[src/rtl/booth_seq_ctrl_pkg.sv]
// Shared constants and FSM state type for the sequential radix-2 Booth multiplier.
package booth_seq_ctrl_pkg;

  localparam int unsigned WIDTH = 16;
  localparam int unsigned CNT_W = $clog2(WIDTH);
  localparam int unsigned P_W   = 2 * WIDTH;

  typedef enum logic [1:0] {
    ST_IDLE = 2'd0,
    ST_RUN  = 2'd1,
    ST_DONE = 2'd2
  } state_t;

endpackage

[src/rtl/booth_seq_ctrl_step.sv]
// One radix-2 Booth iteration: conditional add/subtract of M, then arithmetic
// right shift of {ACC,Q,q_1}. Purely combinational.
module booth_iter_step
  import booth_seq_ctrl_pkg::*;
(
  input  logic [WIDTH:0]   i_acc,
  input  logic [WIDTH-1:0] i_q,
  input  logic             i_q1,
  input  logic [WIDTH:0]   i_m,
  output logic [WIDTH:0]   o_acc,
  output logic [WIDTH-1:0] o_q,
  output logic             o_q1
);

  logic             w_add;
  logic             w_sub;
  logic [WIDTH:0]   w_opnd;
  logic [WIDTH:0]   w_sum;
  logic [WIDTH:0]   w_sel;
  logic             w_carry;

  assign w_add  = ~i_q[0] & i_q1;
  assign w_sub  = i_q[0] & ~i_q1;
  assign w_opnd = w_sub ? ~i_m : i_m;

  // Ripple adder/subtractor; subtraction is add of ~M with carry-in 1.
  always_comb begin
    w_sum   = '0;
    w_carry = w_sub;
    for (int unsigned i = 0; i < WIDTH + 1; i++) begin
      w_sum[i] = i_acc[i] ^ w_opnd[i] ^ w_carry;
      w_carry  = (i_acc[i] & w_opnd[i]) | (w_carry & (i_acc[i] ^ w_opnd[i]));
    end
  end

  assign w_sel = (w_add | w_sub) ? w_sum : i_acc;

  assign o_acc = {w_sel[WIDTH], w_sel[WIDTH:1]};
  assign o_q   = {w_sel[0], i_q[WIDTH-1:1]};
  assign o_q1  = i_q[0];

endmodule

[src/rtl/booth_seq_ctrl.sv]
// Sequential signed WIDTHxWIDTH Booth multiplier: one iteration per clock,
// valid/ready on both operand input and product output.
module booth_seq_ctrl
  import booth_seq_ctrl_pkg::*;
(
  input  logic             i_clk,
  input  logic             i_rst_n,
  input  logic             i_in_valid,
  output logic             o_in_ready,
  input  logic [WIDTH-1:0] i_a,
  input  logic [WIDTH-1:0] i_b,
  output logic             o_out_valid,
  input  logic             i_out_ready,
  output logic [P_W-1:0]   o_p,
  output logic             o_busy
);

  localparam logic [CNT_W-1:0] CNT_LAST = CNT_W'(WIDTH - 1);

  state_t           r_state;
  state_t           w_next_state;
  logic [WIDTH:0]   r_acc;
  logic [WIDTH-1:0] r_q;
  logic             r_q1;
  logic [WIDTH:0]   r_m;
  logic [CNT_W-1:0] r_cnt;
  logic [P_W-1:0]   r_p;
  logic             r_in_ready;
  logic             r_out_valid;
  logic             r_busy;

  logic             w_accept;
  logic             w_last;
  logic [WIDTH:0]   w_acc_nxt;
  logic [WIDTH-1:0] w_q_nxt;
  logic             w_q1_nxt;
  logic             w_in_ready_nxt;
  logic             w_out_valid_nxt;
  logic             w_busy_nxt;

  assign w_accept = (r_state == ST_IDLE) && i_in_valid;
  assign w_last   = (r_state == ST_RUN) && (r_cnt == CNT_LAST);

  booth_iter_step u_step (
    .i_acc (r_acc),
    .i_q   (r_q),
    .i_q1  (r_q1),
    .i_m   (r_m),
    .o_acc (w_acc_nxt),
    .o_q   (w_q_nxt),
    .o_q1  (w_q1_nxt)
  );

  // State register
  always_ff @(posedge i_clk) begin
    if (!i_rst_n) r_state <= ST_IDLE;
    else          r_state <= w_next_state;
  end

  // Next-state logic
  always_comb begin
    w_next_state = r_state;
    case (r_state)
      ST_IDLE: if (i_in_valid)  w_next_state = ST_RUN;
      ST_RUN:  if (w_last)      w_next_state = ST_DONE;
      ST_DONE: if (i_out_ready) w_next_state = ST_IDLE;
      default:                  w_next_state = ST_IDLE;
    endcase
  end

  // Output decode from the upcoming state so the flags are registered with it
  always_comb begin
    w_in_ready_nxt  = 1'b0;
    w_out_valid_nxt = 1'b0;
    w_busy_nxt      = 1'b0;
    case (w_next_state)
      ST_IDLE: w_in_ready_nxt  = 1'b1;
      ST_RUN:  w_busy_nxt      = 1'b1;
      ST_DONE: w_out_valid_nxt = 1'b1;
      default: w_in_ready_nxt  = 1'b1;
    endcase
  end

  always_ff @(posedge i_clk) begin
    if (!i_rst_n) begin
      r_in_ready  <= 1'b1;
      r_out_valid <= 1'b0;
      r_busy      <= 1'b0;
    end else begin
      r_in_ready  <= w_in_ready_nxt;
      r_out_valid <= w_out_valid_nxt;
      r_busy      <= w_busy_nxt;
    end
  end

  // Operand load, iteration datapath and product capture
  always_ff @(posedge i_clk) begin
    if (!i_rst_n) begin
      r_acc <= '0;
      r_q   <= '0;
      r_q1  <= 1'b0;
      r_m   <= '0;
      r_cnt <= '0;
      r_p   <= '0;
    end else if (w_accept) begin
      r_acc <= '0;
      r_q   <= i_a;
      r_q1  <= 1'b0;
      r_m   <= {i_b[WIDTH-1], i_b};
      r_cnt <= '0;
    end else if (r_state == ST_RUN) begin
      r_acc <= w_acc_nxt;
      r_q   <= w_q_nxt;
      r_q1  <= w_q1_nxt;
      r_cnt <= w_last ? '0 : r_cnt + CNT_W'(1);
      if (w_last) r_p <= {w_acc_nxt[WIDTH-1:0], w_q_nxt};
    end
  end

  assign o_in_ready  = r_in_ready;
  assign o_out_valid = r_out_valid;
  assign o_busy      = r_busy;
  assign o_p         = r_p;

endmodule

[config.mk]
export PLATFORM = sky130hd
export DESIGN_NAME = booth_seq_ctrl
export DESIGN_NICKNAME = d
export VERILOG_FILES = /design/src/rtl/booth_seq_ctrl_pkg.sv /design/src/rtl/booth_seq_ctrl_step.sv /design/src/rtl/booth_seq_ctrl.sv
export SDC_FILE = /design/constraint.sdc
export NUM_CORES = 1
export LEC_CHECK = 0
export CAP_MARGIN = 5
export CORE_ASPECT_RATIO = 1.75
export CORE_MARGIN = 2
export CORE_UTILIZATION = 50
export CTS_CLUSTER_SIZE = 25
export DETAILED_ROUTE_END_ITERATION = 7
export PLACE_DENSITY_LB_ADDON = 0.25
export SYNTH_ARGS = -nofsm -noshare
export SYNTH_HDL_FRONTEND = slang
export SYNTH_SLANG_ARGS = --single-unit
[constraint.sdc]
create_clock -name i_clk -period 8.95 [get_ports i_clk]
set_input_delay 1.3425 -clock i_clk [delete_from_list [all_inputs] [get_ports i_clk]]
set_output_delay 1.3425 -clock i_clk [all_outputs]
set_load 0.05 [all_outputs]
==> results of run 1 <==
## how the worst max path moves through the flow
stage                       from       to  slack (ps)  depth (start not counted)
final                     r_q[0]  o_p[30]        1240                         22
after global routing        r_q1  o_p[30]         940                         23
after CTS                 r_q[0]  o_p[30]        1250                         22
after detailed placement  r_q[0]  o_p[30]        1270                         22
after global placement      r_q1  o_p[30]        1430                         23
after floorplan             r_q1  o_p[30]        1760                         25
## registers in the layout, summed over array words and instances, names as in the netlist
name	count
o_busy	1
o_in_ready	1
o_out_valid	1
o_p	32
r_acc	16
r_cnt	4
r_m	16
r_q	16
r_q1	1
r_state	2
## per-stage QoR
step           setup slack [ps]  std cells  power (mW)  utilization  area, um2
2_1_floorplan              1760        491       0.498            -       4200
3_3_place_gp               1430        615       0.525        0.592       4850
3_5_place_dp               1270        615       0.528        0.592       4850
4_1_cts                    1250        630       0.908        0.629       5160
5_1_grt                     937        630       0.936        0.629       5160
6_report                   1240        630       0.902        0.629       5160
## power breakdown
group | internal, mW | leakage [nW] | total (mW) | switching [mW]
combinational | 0.0409 | 0.857 | 0.0976 | 0.0567
clock | 0.237 | 0.152 | 0.383 | 0.146
sequential | 0.412 | 0.731 | 0.422 | 0.00926
total | 0.690 | 1.74 | 0.902 | 0.212
## metal layers
metal	part of all wire	wire, um	up-vias	GRT usage
met3	0.053	496	15	0.0492
met5	0	0	-	0
met2	0.55	5120	100	0.366
li1	-	-	1754	-
met4	0.021	196	0	0.0930
met1	0.38	3570	1659	0.238
## layout make-up
cell class                      count  area (um2)  area share
Clock buffer                       13         270      0.0524
Timing Repair Buffer               74         731       0.142
Multi-Input combinational cell    338        2130       0.412
Sequential cell                    90        1800       0.349
Inverter                           21        78.8      0.0153
Tap cell                           92         115      0.0223
Clock inverter                      2        35.0     0.00679
## cell usage in the layout, fill, tap and decap left out, types with 2 or more instances in the layout
| cell | synthesis | final |
|---|---|---|
| a211oi_1 | 4 | 4 |
| a22oi_1 | 16 | 16 |
| o21ai_0 | 31 | 31 |
| or3_1 | 2 | 2 |
| nor2_1 | 6 | 6 |
| ha_1 | 4 | 4 |
| fa_1 | 16 | 16 |
| clkdlybuf4s50_1 | 0 | 70 |
| xor2_1 | 3 | 3 |
| xnor2_1 | 14 | 14 |
| and2_1 | 4 | 4 |
| clkbuf_8 | 0 | 3 |
| dfxtp_1 | 90 | 90 |
| nand4_1 | 14 | 14 |
| mux2i_1 | 3 | 3 |
| clkbuf_16 | 0 | 9 |
| buf_4 | 7 | 4 |
| a21oi_1 | 80 | 80 |
| inv_1 | 20 | 20 |
| nand2_1 | 66 | 66 |
| nand3_1 | 31 | 31 |
| nand3b_1 | 2 | 2 |
| nand2b_1 | 31 | 31 |
## worst max-delay path, stage by stage (launching register included)
cell and delay [ps]:
dfxtp_1 350, ha_1 760, mux2i_1 220, fa_1 440, fa_1 390, fa_1 390
fa_1 410, fa_1 390, fa_1 400, fa_1 390, fa_1 400, fa_1 400
fa_1 390, fa_1 390, fa_1 370, inv_1 70, fa_1 150, inv_1 50
fa_1 420, fa_1 500, nand2b_1 70, nand4_1 100, a21oi_1 60
## kinds of logic (layout without fill, tap and decap cells)
family                   count (synthesis)  count (layout)  share of synthesized area
AO/OA/AOI/OAI                          137             137                      0.182
XOR/XNOR                                17              17                     0.0354
adder cells (fa/ha/maj)                 20              20                     0.0881
buffers and inverters                   63             110                     0.0679
flip-flops                              90              90                      0.429
multiplexers                             3               3                    0.00715
AND/OR/NAND/NOR                        161             161                      0.190
==> reports/summary.txt, run 1 <==
Max-cap violations = 0
Top FF cell, synth = dfxtp_1
Mean area per synthesized cell = 8.56 um2
Required time of the critical path = 9130 ps
Run status = completed
Die area = 9180 um2
Count of cell types in the netlist = 34
Gr ovfl total = 0
Hold endpoint = r_m[1]
Reg2Reg Depth = 22
Htree depth = 3
First-pass GRT wire length = 15200 um
P_leak = 1.74 nW
Final Setup Violations = 0
Count leader, synth = dfxtp_1
Root Buffer = clkbuf_16
Post-synth ARST share = 0
Worst VDD drop = 0.113 mV
Synth area leaders = dfxtp_1 43%, a21oi_1 9.5%, fa_1 7.6%, nand2_1 5.9%, nand2b_1 4.6%
Worst skew pair latency = 340 ps
Final Skew = 6.33 ps
DP Wirelength = 6170 um
Critical Path AT = 7880 ps
Final period utilization = 0.861
Sequential fraction of the synthesis area = 0.429
Top cells by count, synth = 90 x dfxtp_1, 80 x a21oi_1, 66 x nand2_1
PwrDens = 175 nW/um2
Worst Max-Slew Pin Slew = 1160 ps
Unrepaired setup endpoints after global routing = false
Final TNS setup = 0 ps
Post-Syn Area = 4200 um2
Clock slew at reported path FFs = 60 ps
Hold Slack = 465 ps
Crit start category = register
Gr usage total = 0.211
PortBufs = 70
DRT antenna net count = 0
Row cnt = 44
Die H = 125 um
Hold Buf Count CTS = 0
Vias per Instance = 5.60
Largest area contributor in the synthesized netlist = dfxtp_1
Layout cells sized above 1 = 0.0465
Minimum clock period = 7710 ps
DRT iter0 DRCs = 191
Worst Path Max Fanout = 16
Vias in the first global route = 3322
DRT Wirelength = 9380 um
Pin count of the biggest net entering global routing = 64
Relative max-transition margin = 0.224
Area grow syn2layout = 22.8%
Avg WL per Cell = 14.9 um
Filler cells = 727
Crit path kind = register to register
Sink Count = 90
Number of post-CTS setup repair buffers = 0
Flop-to-flop setup slack = 1240 ps
Critical Path End Type = register
Yosys top cell area share = 0.429
Diode count = 0
Number of synthesized register bits = 90
Final hold vios = 0
Die Span X = 73.3 um
Number of CTS-inserted buffers = 9
Synth warnings = 0
Worst r2r src = r_q[0]
Worst reg2reg path endpoint = o_p[30]
GPL Wtd Cong = 0.756
Initial antenna violation count = 0
Max clock buf depth = 2
Core area = 8200 um2
IO Count = 71
Min-Delay Path Depth = 2
DRT Pass-1 Iters = 5
Fin. max-slew vios = 0
Hold_sp = r_m[1]
Post-synth EDFFs = 0
Net Count, Synth = 547
Initial core utilization = 0.512
Worst Hold Class = register to register
Post-Syn Instances = 491
Via Count = 3528
FMAX = 130 MHz
CTS tree = done
Fin nets = 590
Post-CTS resize count = 0
DRC violations left = 0
Power figures use the tool's default switching activity.
==> run 2, diff against run 1 <==
--- a/config.mk
+++ b/config.mk
@@ -12,6 +12,7 @@
 export CTS_CLUSTER_SIZE = 25
 export DETAILED_ROUTE_END_ITERATION = 7
 export PLACE_DENSITY_LB_ADDON = 0.25
+export REMOVE_ABC_BUFFERS = 1
 export SYNTH_ARGS = -nofsm -noshare
 export SYNTH_HDL_FRONTEND = slang
 export SYNTH_SLANG_ARGS = --single-unit
==> run 2 against run 1 <==
  * Non-clock buffer count did not move
  * Core utilization fell by 0.24 points
  * Cell count rose by 0.16%
  * Sequential cell count did not move
  * Clock skew barely moved
  * Cell area fell by 0.39%
  * Maximum frequency rose by 5.6%
  * Critical path depth rose by 2
==> reports/summary.txt, run 2 (synthesis gave the netlist of run 1 again) <==
Fin. max-slew vios = 0
Worst Path Max Fanout = 16
Required time of the critical path = 9130 ps
DRT iter0 DRCs = 178
Gr usage total = 0.210
First-pass GRT wire length = 15100 um
Final Setup Violations = 0
FMAX = 137 MHz
PwrDens = 169 nW/um2
Max clock buf depth = 2
Run status = completed
Commonest non-fill, non-tap cells in the layout = 90 x dfxtp_1, 80 x a21oi_1, 70 x clkdlybuf4s50_1, 66 x nand2_1
Number of post-CTS setup repair buffers = 0
Die Span X = 73.3 um
Area grow syn2layout = 22.3%
CTS tree = done
Hold Slack = 466 ps
Die H = 125 um
DRT antenna net count = 0
Minimum clock period = 7300 ps
Critical Path AT = 7480 ps
Pin count of the biggest net entering global routing = 64
Die area = 9180 um2
Row cnt = 44
Vias in the first global route = 3422
Core area = 8200 um2
DRT Pass-1 Iters = 5
Final TNS setup = 0 ps
GPL Wtd Cong = 0.746
Final Skew = 5.89 ps
Post-CTS resize count = 0
Root Buffer = clkbuf_16
Hold Buf Count CTS = 0
Gr ovfl total = 0
Number of CTS-inserted buffers = 9
Vias per Instance = 5.60
Max FFs per register = 32
Critical Path End Type = register
Worst skew pair latency = 340 ps
DRC violations left = 0
Via Count = 3534
Htree depth = 3
Crit start category = register
Max-cap violations = 0
Diode count = 0
Clock slew at reported path FFs = 60 ps
Fin nets = 590
PortBufs = 70
P_leak = 1.72 nW
DP Wirelength = 6040 um
Final period utilization = 0.815
Filler cells = 719
Final hold vios = 0
Relative max-transition margin = 0.225
DRT Wirelength = 9150 um
Initial antenna violation count = 0
Worst Max-Slew Pin Slew = 1160 ps
Initial core utilization = 0.512
Most common cell after layout, fill and taps aside = dfxtp_1
Sink Count = 90
Worst VDD drop = 0.104 mV
Unrepaired setup endpoints after global routing = false
Crit path kind = register to register
IO Count = 71
Layout cells sized above 1 = 0.0501
Avg WL per Cell = 14.5 um
Worst Hold Class = register to register
run 2: cell count changes in the layout (fill, tap and decap cells not counted):
cell	previous run	this run
nand2b_2	0	1
clkbuf_8	3	1
nand2b_1	31	30
clkinv_2	1	0
bufinv_16	1	0
clkinv_4	0	2
clkinvlp_4	0	3
run 2: through the flow:
stage / power (mW) / util / instances / instance area, um2 / worst slack, ps
2_1_floorplan: 0.489 / - / 449 / 4000 / 1720
4_1_cts: 0.879 / 0.627 / 631 / 5140 / 1620
6_report: 0.870 / 0.627 / 631 / 5140 / 1650
3_5_place_dp: 0.528 / 0.592 / 615 / 4860 / 1640
5_1_grt: 0.902 / 0.627 / 631 / 5140 / 1290
3_3_place_gp: 0.525 / 0.592 / 615 / 4860 / 1800
run 2: path summary, 6_finish.rpt:
check             startpoint  endpoint  slack [ps]  cells past startpoint
setup / recovery        r_q1   o_p[30]        1650                     24
hold / removal          r_q1      r_q1         470                      2
setup reg to reg        r_q1   o_p[30]        1650                     24
hold reg to reg         r_q1      r_q1         470                      2
run 2: layout make-up:
| cell class | count | area (um2) | area share |
|---|---|---|---|
| multi-input combinational | 338 | 2130 | 0.415 |
| clock inverter | 5 | 40.0 | 0.00779 |
| inverter | 21 | 78.8 | 0.0153 |
| tap | 92 | 115 | 0.0224 |
| sequential | 90 | 1800 | 0.351 |
| clock buffer | 11 | 243 | 0.0472 |
| timing repair buffer | 74 | 731 | 0.142 |
run 2: worst max-delay path, cell delays in order (launching register included):
cell and delay, ps:
dfxtp_1 330, inv_1 40, ha_1 190, buf_4 210, xnor2_1 170, fa_1 410
fa_1 400, fa_1 390, fa_1 390, fa_1 390, fa_1 390, fa_1 400
fa_1 390, fa_1 390, fa_1 410, fa_1 400, fa_1 380, inv_1 80
fa_1 160, inv_1 50, fa_1 420, fa_1 500, nand2b_1 70, nand4_1 100
a21oi_1 60
run 2: power by group:
group / internal (mW) / switching [mW] / total [mW]
clock: 0.197 / 0.155 / 0.351
combinational: 0.0410 / 0.0566 / 0.0975
sequential: 0.412 / 0.00877 / 0.421
run 2: routing by layer:
layer | GRT usage | share of wire
met4 | 0.0941 | 0.019
met5 | 0 | 0
met3 | 0.0330 | 0.042
met1 | 0.228 | 0.40
met2 | 0.384 | 0.54
==> run 3, diff against run 2 <==
--- a/config.mk
+++ b/config.mk
@@ -8,7 +8,7 @@
 export CAP_MARGIN = 5
 export CORE_ASPECT_RATIO = 1.75
 export CORE_MARGIN = 2
-export CORE_UTILIZATION = 50
+export CORE_UTILIZATION = 48
 export CTS_CLUSTER_SIZE = 25
 export DETAILED_ROUTE_END_ITERATION = 7
 export PLACE_DENSITY_LB_ADDON = 0.25
==> constraint.sdc (replaced) <==
create_clock -name i_clk -period 6.5 [get_ports i_clk]
set_input_delay 0.975 -clock i_clk [delete_from_list [all_inputs] [get_ports i_clk]]
set_output_delay 0.975 -clock i_clk [all_outputs]
set_load 0.05 [all_outputs]
==> run 3 against run 2 <==
  * Sequential power is 38% higher
  * Critical path type unchanged
  * Maximum frequency increased by 12%
  * First-iteration DRC count up 32%
  * Count of clock-buffer cells in the layout up 4
  * Register-to-register slack worse by 1600 ps
  * Die area grew 4.0%
  * Largest cell class unchanged
  * Sequential cell count is the same
  * Critical endpoint unchanged
  * Cell area grew 3.3%
==> reports/summary.txt, run 3 (synthesis gave the netlist of run 1 again) <==
Run status = completed
Most common cell after layout, fill and taps aside = dfxtp_1
Initial core utilization = 0.488
Unrepaired setup endpoints after global routing = true
Number of CTS-inserted buffers = 9
Worst Path Max Fanout = 3
GPL Wtd Cong = 0.787
Vias per Instance = 5.32
Required time of the critical path = 6750 ps
CP most frequent cell = fa_2
IO Count = 71
Critical Path End Type = register
DRC violations left = 0
Reg area = 1800 um2
DRT iter0 DRCs = 235
Root Buffer = clkbuf_16
Sink Count = 90
Max clock buf depth = 2
CP top delay family = adder cells
Max FFs per register = 32
Final hold vios = 0
Multi-input logic area = 2200 um2
Final worst setup slack = 6.78 ps
Worst Max-Slew Pin Slew = 1140 ps
Cells along the critical path = inv_2 -> ha_4 -> xnor2_4 -> fa_2 -> fa_2 -> fa_2 -> fa_2 -> fa_2 -> fa_2 -> fa_2 -> fa_2 -> fa_2 -> fa_2 -> fa_2 -> fa_2 -> inv_2 -> fa_2 -> inv_2 -> fa_2 -> fa_1 -> nand2b_1 -> nand4_1 -> a21oi_1
FMAX = 154 MHz
Critical Path AT = 6750 ps
Gr ovfl total = 0
DP Wirelength = 6170 um
Crit start category = register
Vias in the first global route = 3327
CTS tree = done
Htree depth = 3
PwrDens = 238 nW/um2
Clock slew at reported path FFs = 60 ps
Initial antenna violation count = 0
Diode count = 0
DRT Pass-1 Iters = 4
DP Worst Slack = -622 ps
Psw = 0.295 mW
Hold Buf Count CTS = 0
Hold Slack = 459 ps
Minimum clock period = 6490 ps
Pin count of the biggest net entering global routing = 64
P_leak = 1.77 nW
Area grow syn2layout = 26.3%
Relative max-transition margin = 0.237
Crit path max-delay cell type = fa_1
Worst Hold Class = register to register
Die Span X = 74.7 um
Row cnt = 45
Commonest non-fill, non-tap cells in the layout = 88 x dfxtp_1, 79 x a21oi_1, 70 x clkdlybuf4s50_1, 66 x nand2_1
Worst path bufs/invs = 3
Worst VDD drop = 0.166 mV
Flop-to-flop setup slack = 7 ps
Crit-path max cell delay = 430 ps
Fin. max-slew vios = 0
Worst skew pair latency = 340 ps
Core area = 8610 um2
Seq pwr share = 0.459
Clock share of power = 0.429
Final total power = 1.26 mW
Via Count = 3507
Avg WL per Cell = 14.5 um
DRT antenna net count = 0
Power share of the combinational group = 0.112
Pint = 0.969 mW
Final Setup Violations = 0
Gr usage total = 0.211
Crit path kind = register to register
Final TNS setup = 0 ps
First-pass GRT wire length = 15600 um
Final core utilization = 0.616
Fin nets = 593
Max-cap violations = 0
DRT Wirelength = 9550 um
Filler cells = 777
Final Skew = 4.76 ps
Final period utilization = 0.999
Layout cells sized above 1 = 0.0959
Die H = 128 um
PortBufs = 70
Die area = 9550 um2
Switching share of power = 0.234
-- run 3: cell types whose count changed in the layout (fill, tap and decap cells not counted), moves of 2 or more --
cell	change
buf_4	+2
clkbuf_8	+3
clkinv_4	-2
clkinvlp_4	-3
dfxtp_1	-2
dfxtp_2	+2
fa_1	-15
fa_2	+15
inv_1	-3
inv_2	+3
-- run 3: layout make-up --
cell class	count	share of cell area
sequential	90	0.340
clock buffer	15	0.0542
multi-input combinational	338	0.415
timing repair buffer	77	0.143
tap	117	0.0276
inverter	21	0.0149
clock inverter	1	0.00566
-- run 3: per-stage QoR --
stage                     area, um2  instances
after floorplan                4000        449
after global placement         4900        642
after detailed placement       4900        642
after CTS                      5290        659
after global routing           5310        659
final                          5310        659
-- run 3: final timing paths --
check | endpoint | cells past startpoint | startpoint
setup / recovery | o_p[30] | 23 | r_q1
hold reg to reg | r_q1 | 2 | r_q1
setup reg to reg | o_p[30] | 23 | r_q1
hold / removal | r_q1 | 2 | r_q1
-- run 3: routing by layer --
layer / track usage / vias up / part of all wire
met5: 0 / - / 0
met1: 0.243 / 1655 / 0.40
met3: 0.0417 / 12 / 0.037
met2: 0.378 / 81 / 0.55
met4: 0.0725 / 0 / 0.019
li1: - / 1759 / -
-- run 3: repair_timing --
item,CTS,global route
buffers inserted,1,0
resized for setup,22,4
pin swaps,5,5
setup endpoints to repair,6,4
-- run 3: power by group through the flow --
| stage | clock network [mW] | registers (mW) | logic [mW] |
|---|---|---|---|
| 2_1_floorplan | 0 | 0.592 | 0.0820 |
| 3_3_place_gp | 0 | 0.591 | 0.134 |
| 3_5_place_dp | 0 | 0.592 | 0.137 |
| 4_1_cts | 0.553 | 0.580 | 0.142 |
| 5_1_grt | 0.576 | 0.582 | 0.158 |
| 6_report | 0.542 | 0.580 | 0.142 |
-- run 3: tightest hold or removal path: stages, from the launching register on --
cell     delay [ps]
dfxtp_2         320
nand2_1          50
a21oi_1          50
==> edit (flow settings as in run 2) <==
The 3 states of `state_t` get a one-hot encoding in 3 bits.
--- a/src/rtl/booth_seq_ctrl_pkg.sv
+++ b/src/rtl/booth_seq_ctrl_pkg.sv
@@ -5,10 +5,10 @@
   localparam int unsigned CNT_W = $clog2(WIDTH);
   localparam int unsigned P_W   = 2 * WIDTH;
 
-  typedef enum logic [1:0] {
-    ST_IDLE = 2'd0,
-    ST_RUN  = 2'd1,
-    ST_DONE = 2'd2
+  typedef enum logic [2:0] {
+    ST_IDLE = 3'b001,
+    ST_RUN  = 3'b010,
+    ST_DONE = 3'b100
   } state_t;
 
 endpackage
Formal check against the unedited RTL: same outputs for any inputs over 10 cycles, from zero or initial values and one cycle with i_rst_n low; not proved beyond that.
==> edit against run 2 <==
- critical path type unchanged
- worst setup slack got worse by 320 ps
- final area up 1.5%
- sequential share of layout area down 0.12 points
- routed wire length grew 8.6%
- total power rose by 8.7%
- critical endpoint is now r_acc[14]$_SDFFE_PP0P_
- area after synthesis shrank 0.42%
- combinational power rose by 8%
- sequential cell count is 1 higher
==> edit: results (changes against run 2) <==
* XOR/XNOR Fraction of Synth Area at 3.349% (-0.19 points)
* Worst Tran Pin Value at 1149 ps (-9.635 ps)
* Non-clk buf share at 14.30% (+0.083 points)
* Placer Congestion at 0.8234 (+10%)
* Fillers at 721 (+0.28%)
* Initial drt markers at 202 (+13%)
* Synth Area in Adders at 8.254% (-0.56 points)
* Sequential area share after synthesis at 43.54% (+0.66 points)
* First-pass GRT wire length at 16,670 um (+10%)
* Worst path arrival time at 7800 ps (+320 ps)
* Area of the multi-input gates at 2121 um^2 (-0.47%)
* Max VDD drop at 0.0001253 V (+21%)
* Net Switching at 224.3 uW (+1.8%)
* ClkCell Share at 6.310% (+0.81 points)
* Largest cells by area after synthesis: dfxtp_1, a21oi_1, fa_1, nand2_1, o21ai_0
* Inverters at 22 (+4.8%)
* Synth cell types at 35 (+2.9%)
* Total track usage at 23.18% (+2.2 points)
* Total routed wirelength at 9929 um (+8.6%)
* Post-detail-place hpwl at 6631 um (+9.8%)
* Multiplexer area fraction after synthesis at 0.7177% (+0.0030 points)
* Dpl cells at 622 (+1.1%)
* Clock group at 414 uW (+18%)
* Post-DP Area at 4886 um^2 (+0.59%)
* Status: finished clean
* Layout Utilization at 63.58% (+0.92 points)
* Bufs w/o clock at 76 (+2.7%)
* Largest net degree at the start of global routing at 45 (-30%)
* Total power at 946.1 uW (+8.7%)
* Top cells by count, synth: dfxtp_1, nand2_1, a21oi_1
* Sequential share of power at 45.1% (-3.3 points)
* Crit path max fanout at 9 (-7)
* Final Skew at 5.107 ps (-0.7849 ps)
* Leak at 0.001685 uW (-1.9%)
[edit: cell types whose count changed after synthesis, sizes merged, moves of 3 or more]
cell	delta
a21oi	-12
and2	-4
buf	-21
clkbuf	+22
nand2b	-3
o21ai	+6
o22ai	+14
[edit: worst paths after layout]
path / from / endpoint / slack [ps] / depth (start not counted)
max: r_q[0]$_SDFFE_PN0P_ / r_acc[14]$_SDFFE_PP0P_ / 1330 / 23
min: r_q1$_SDFFE_PP0P_ / r_q1$_SDFFE_PP0P_ / 460 / 2
max reg2reg: r_q[0]$_SDFFE_PN0P_ / r_acc[14]$_SDFFE_PP0P_ / 1330 / 23
min reg2reg: r_q1$_SDFFE_PP0P_ / r_q1$_SDFFE_PP0P_ / 460 / 2
[edit: layer usage]
layer	vias to the layer above	track usage, %	part of all wire (%)
met2	106	39.80	53
met1	1751	26.62	40
met3	19	4.835	4.1
met4	0	10.89	2.7
met5	-	0	0
li1	1798	-	-
